**config.mk**
```make
export PLATFORM = sky130hd
export DESIGN_NAME = pipe_hazard_ctrl
export DESIGN_NICKNAME = d
export VERILOG_FILES = /design/src/rtl/pipe_ctrl_pkg.sv /design/src/rtl/load_use_detect.sv /design/src/rtl/pipe_hazard_ctrl.sv
export SDC_FILE = /design/constraint.sdc
export NUM_CORES = 1
export LEC_CHECK = 0
export ABC_AREA = 1
export CAP_MARGIN = 20
export CORE_MARGIN = 1.5
export CORE_UTILIZATION = 54
export DETAILED_ROUTE_END_ITERATION = 8
export PLACE_DENSITY = 0.86
export SLEW_MARGIN = 40
export SYNTH_ARGS = -nofsm -noshare
export SYNTH_HDL_FRONTEND = slang
export SYNTH_HIERARCHICAL = 1
export SYNTH_SLANG_ARGS = --single-unit
```
**constraint.sdc**
```tcl
create_clock -name clk -period 3.1 [get_ports clk]
set_input_delay 0.31 -clock clk [delete_from_list [all_inputs] [get_ports clk]]
set_output_delay 0.31 -clock clk [all_outputs]
set_load 0.01 [all_outputs]
```
**src/rtl/pipe_ctrl_pkg.sv**
```systemverilog
// rtl/pipe_ctrl_pkg.sv - shared types for the pipeline stall/flush controller
package pipe_ctrl_pkg;

  typedef enum logic [1:0] {
    IDLE   = 2'd0,
    D_FILL = 2'd1,
    I_FILL = 2'd2
  } state_t;

  localparam logic MEM_SEL_I = 1'b0;
  localparam logic MEM_SEL_D = 1'b1;

endpackage

```
**src/rtl/load_use_detect.sv**
```systemverilog
// rtl/load_use_detect.sv - flags a load in EX whose result an ID source needs
module load_use_detect #(
  parameter int REG_W = 5
) (
  input  logic             EX_MemRead,
  input  logic [REG_W-1:0] EX_WR_out,
  input  logic [REG_W-1:0] ID_Rs,
  input  logic [REG_W-1:0] ID_Rt,
  output logic             hazard
);

  // $zero never carries a real dependency
  assign hazard = EX_MemRead && (EX_WR_out != '0) &&
                  ((EX_WR_out == ID_Rs) || (EX_WR_out == ID_Rt));

endmodule

```
**src/rtl/pipe_hazard_ctrl.sv**
```systemverilog
// rtl/pipe_hazard_ctrl.sv - stall/flush decode, shared refill arbitration, stall counter
module pipe_hazard_ctrl
  import pipe_ctrl_pkg::*;
#(
  parameter int CNT_W = 32,
  parameter int REG_W = 5
) (
  input  logic             clk,
  input  logic             rst,
  input  logic             EX_MemRead,
  input  logic [REG_W-1:0] EX_WR_out,
  input  logic [REG_W-1:0] ID_Rs,
  input  logic [REG_W-1:0] ID_Rt,
  input  logic             ID_BranchTaken,
  input  logic             ic_miss,
  input  logic             dc_miss,
  input  logic             mem_ack,
  output logic             mem_req,
  output logic             mem_sel,
  output logic             PCWrite,
  output logic             IF_IDWrite,
  output logic             ID_EXWrite,
  output logic             EX_MWrite,
  output logic             M_WBWrite,
  output logic             IF_Flush,
  output logic             ID_Flush,
  output logic [CNT_W-1:0] stall_cycles
);

  state_t state, next_state;
  logic   load_use;
  logic   d_stall, i_stall;

  load_use_detect #(.REG_W(REG_W)) u_load_use (
    .EX_MemRead (EX_MemRead),
    .EX_WR_out  (EX_WR_out),
    .ID_Rs      (ID_Rs),
    .ID_Rt      (ID_Rt),
    .hazard     (load_use)
  );

  // D fill wins arbitration; a pending miss of the other side chains on the ack
  always_comb begin
    next_state = state;
    case (state)
      IDLE:    if (dc_miss) next_state = D_FILL;
               else if (ic_miss) next_state = I_FILL;
      D_FILL:  if (mem_ack) next_state = ic_miss ? I_FILL : IDLE;
      I_FILL:  if (mem_ack) next_state = dc_miss ? D_FILL : IDLE;
      default: next_state = IDLE;
    endcase
  end

  always_ff @(posedge clk or posedge rst) begin
    if (rst) begin
      state   <= IDLE;
      mem_req <= 1'b0;
      mem_sel <= MEM_SEL_I;
    end else begin
      state   <= next_state;
      mem_req <= (next_state != IDLE);
      mem_sel <= (next_state == D_FILL) ? MEM_SEL_D : MEM_SEL_I;
    end
  end

  assign d_stall = (state == D_FILL) || ((state == IDLE) && dc_miss);
  assign i_stall = (state == I_FILL) || ((state == IDLE) && ic_miss);

  always_comb begin
    PCWrite    = 1'b1;
    IF_IDWrite = 1'b1;
    ID_EXWrite = 1'b1;
    EX_MWrite  = 1'b1;
    M_WBWrite  = 1'b1;
    IF_Flush   = 1'b0;
    ID_Flush   = 1'b0;
    if (d_stall) begin
      PCWrite    = 1'b0;
      IF_IDWrite = 1'b0;
      ID_EXWrite = 1'b0;
      EX_MWrite  = 1'b0;
      M_WBWrite  = 1'b0;
    end else if (i_stall || load_use) begin
      // front end holds while a bubble lets older instructions drain
      PCWrite    = 1'b0;
      IF_IDWrite = 1'b0;
      ID_Flush   = 1'b1;
    end else if (ID_BranchTaken) begin
      IF_Flush   = 1'b1;
    end
  end

  always_ff @(posedge clk or posedge rst) begin
    if (rst) begin
      stall_cycles <= '0;
    end else if (!PCWrite && (stall_cycles != '1)) begin
      stall_cycles <= stall_cycles + CNT_W'(1);
    end
  end

endmodule
```
==> results.toml <==
[timing]
max_freq_ghz = 0.377
finalMaxSlewViolations = 0
setup_viol = 0
max_slew_margin_pct = 70.2
hold_violations = 0
min_period_ns = 2.65
skew_ns = 0.00664
rsz0062_at_grt = "no"
totalNegativeSetupSlack_ns = 0
worstMarginPinSlew_ns = 0.447
hold_slack_ns = 0.409
post-route-period-util_pct = 85.5

[yosys]
ys_types = 29
synth.cell_area_mm2 = 0.00262
synth_top_cell_area_share_pct = 34.4
synthTopCellsByArea = "dfrtp_1 34%, nand2_1 29%, nor2_1 8.3%, inv_1 5.4%, xor2_1 3.7%"
ys_warn_count = 6
synth_fp_nets = 436
synth_area_per_cell_um2 = 6.34
yosysTopAreaCell = "dfrtp_1"
seq_area_frac_synth_pct = 34.4
synth_cells = 413
ys_ff_latch = 36

[global_routing]
grt_pass1_vias = 2383
antenna_found_initial = 0
grt_max_degree = 37
grt_pass1_wl_um = 10300
gr-usage-all-layers_pct = 25.1
grt-ovfl-total = 0

[clock_tree]
root_buffer = "clkbuf_8"
hold_buffers = 0
numCtsBuffers = 5
clk_latency_ns = 0.30
path_clk_slew_ns = 0.07
cts_max_level = 2
cts_resized = 0
cts_setup_buffers = 0
cts_tree = "built"
clkSinkCount = 36
clock_path_buffers = 2

[detailed_routing]
wire_per_inst_um = 11.6
drc = 0
first_iter_violations = 139
wl_um = 6170
ant_nets = 0
firstDrtPassIters = 4
vias = 2632
routed_via_density = 4.95

[placement]
dp.cells = 524
place_congestion = 0.959
port_buffers = 62
place_area_mm2 = 0.00326
hpwl_um = 4830

[setup_path]
critPathKind = "input pin to output pin"
cp.required_ns = 2.79
arrival_ns = 2.34
startpoint_type = "input pin"
cp-end-kind = "output pin"
crit_fanout = 6

[cells_and_area]
multi_input_area_mm2 = 0.00149
fillers = 406
n_antenna_cell = 0
stdcell_count = 532
final_common_cell = "nand2_1"
fin_nets = 500
area_growth_pct = 27.9
regArea_um2 = 901
drive_above_1_share_pct = 7.53
mostFrequentLayoutCells = "202 x nand2_1, 62 x clkdlybuf4s50_1, 58 x nor2_1"
final_cell_area_mm2 = 0.00335

[floorplanning]
chipHeight_um = 72.7
io_pins = 63
floorplan.initialDensity_pct = 55.8
die_w_um = 72.7
rows = 25
core_mm2 = 0.00469
die-area_mm2 = 0.00528

[power_and_ir_drop]
power_density_mw_per_mm2 = 445
peakVddDrop_mv = 0.256
power.leakage_nw = 1.68

[outcome]
status = "complete, no violations"

[worst_hold_path]
hold_path_class = "input pin to async pin"

[job]
cap_violations = 0
==> cells by family after synthesis <==
| logic type | count (synthesis) | synth area share [%] |
|---|---|---|
| and+or+nand+nor | 300 | 48.5 |
| buffers and inverters | 50 | 8.60 |
| DFF | 36 | 34.4 |
| xor gates and xnor gates | 17 | 5.68 |
| AOI/OAI and AO/OA | 9 | 2.39 |
| adders and majority gates | 1 | 0.477 |
==> cells in the mapped netlist <==
library cell,n
nand3_2,1
o21ai_1,1
nand3b_4,1
dfrtp_1,36
nor2_2,1
buf_4,3
a21boi_0,1
nand2_4,1
inv_2,5
nand4_1,2
ha_1,1
inv_1,38
buf_6,1
a21oi_2,1
o21ai_0,5
xor2_1,11
or2_2,1
nor2_1,58
nand2_8,1
buf_12,1
nand2_2,11
nand3_1,17
nor2_8,2
xnor2_1,6
buf_2,2
nand2_1,202
nand3b_1,1
a21oi_4,1
and2_1,1
==> power breakdown <==
| group | internal [W] | total [W] | switching [W] |
|---|---|---|---|
| sequential | 0.000525 | 0.000585 | 0.0000609 |
| clock | 0.000177 | 0.000348 | 0.000171 |
| combinational | 0.000251 | 0.000559 | 0.000308 |
==> area by class of cell <==
cell class              count  area share, %
repair buffers             64           19.0
clock buffers               6           2.46
well taps                  54           2.02
inverters                  43           4.82
clock inverters             2          0.299
flip-flops and latches     36           26.9
multi-input cells         327           44.6
==> flip-flops by register name (all words and copies together) (netlist names) <==
signal        count
mem_req           1
mem_sel           1
stall_cycles     32
state             2
==> per-stage QoR <==
stage / util [%] / setup WS, ns / power (W)
after floorplan: - / 1.39 / 0.000959
after global placement: 69.5 / 0.547 / 0.00114
after detailed placement: 69.5 / 0.462 / 0.00116
after CTS: 71.4 / 0.457 / 0.00151
after global routing: 71.4 / 0.343 / 0.00158
final: 71.4 / 0.450 / 0.00149
==> metal layers <==
metal	vias up	share of wire (%)	global-route usage (%)
met5	-	0	0
met4	0	2.1	9.22
met3	13	4.4	4.56
met2	66	50	44.3
met1	1187	44	30.5
li1	1366	-	-
==> critical path, stage by stage <==
cell	delay [ns]
clkdlybuf4s50_1	0.56
xor2_1	0.19
nor2_1	0.06
nand3_1	0.08
a21oi_2	0.05
inv_1	0.08
nand3_2	0.22
inv_1	0.23
clkdlybuf4s50_1	0.57
==> final timing paths <==
| check | start | to | slack (ns) | depth (start not counted) |
|---|---|---|---|---|
| max | EX_WR_out[0] | PCWrite | 0.45 | 9 |
| min | rst | mem_req | 0.41 | 3 |
| max reg2reg | state[0] | stall_cycles[11] | 1.28 | 7 |
| min reg2reg | stall_cycles[1] | stall_cycles[1] | 0.56 | 2 |
| max in group asynchronous | rst | stall_cycles[25] | 2.37 | 3 |
| min in group clk | stall_cycles[1] | stall_cycles[1] | 0.56 | 2 |
Note: power is estimated with default switching activity, not from simulation.
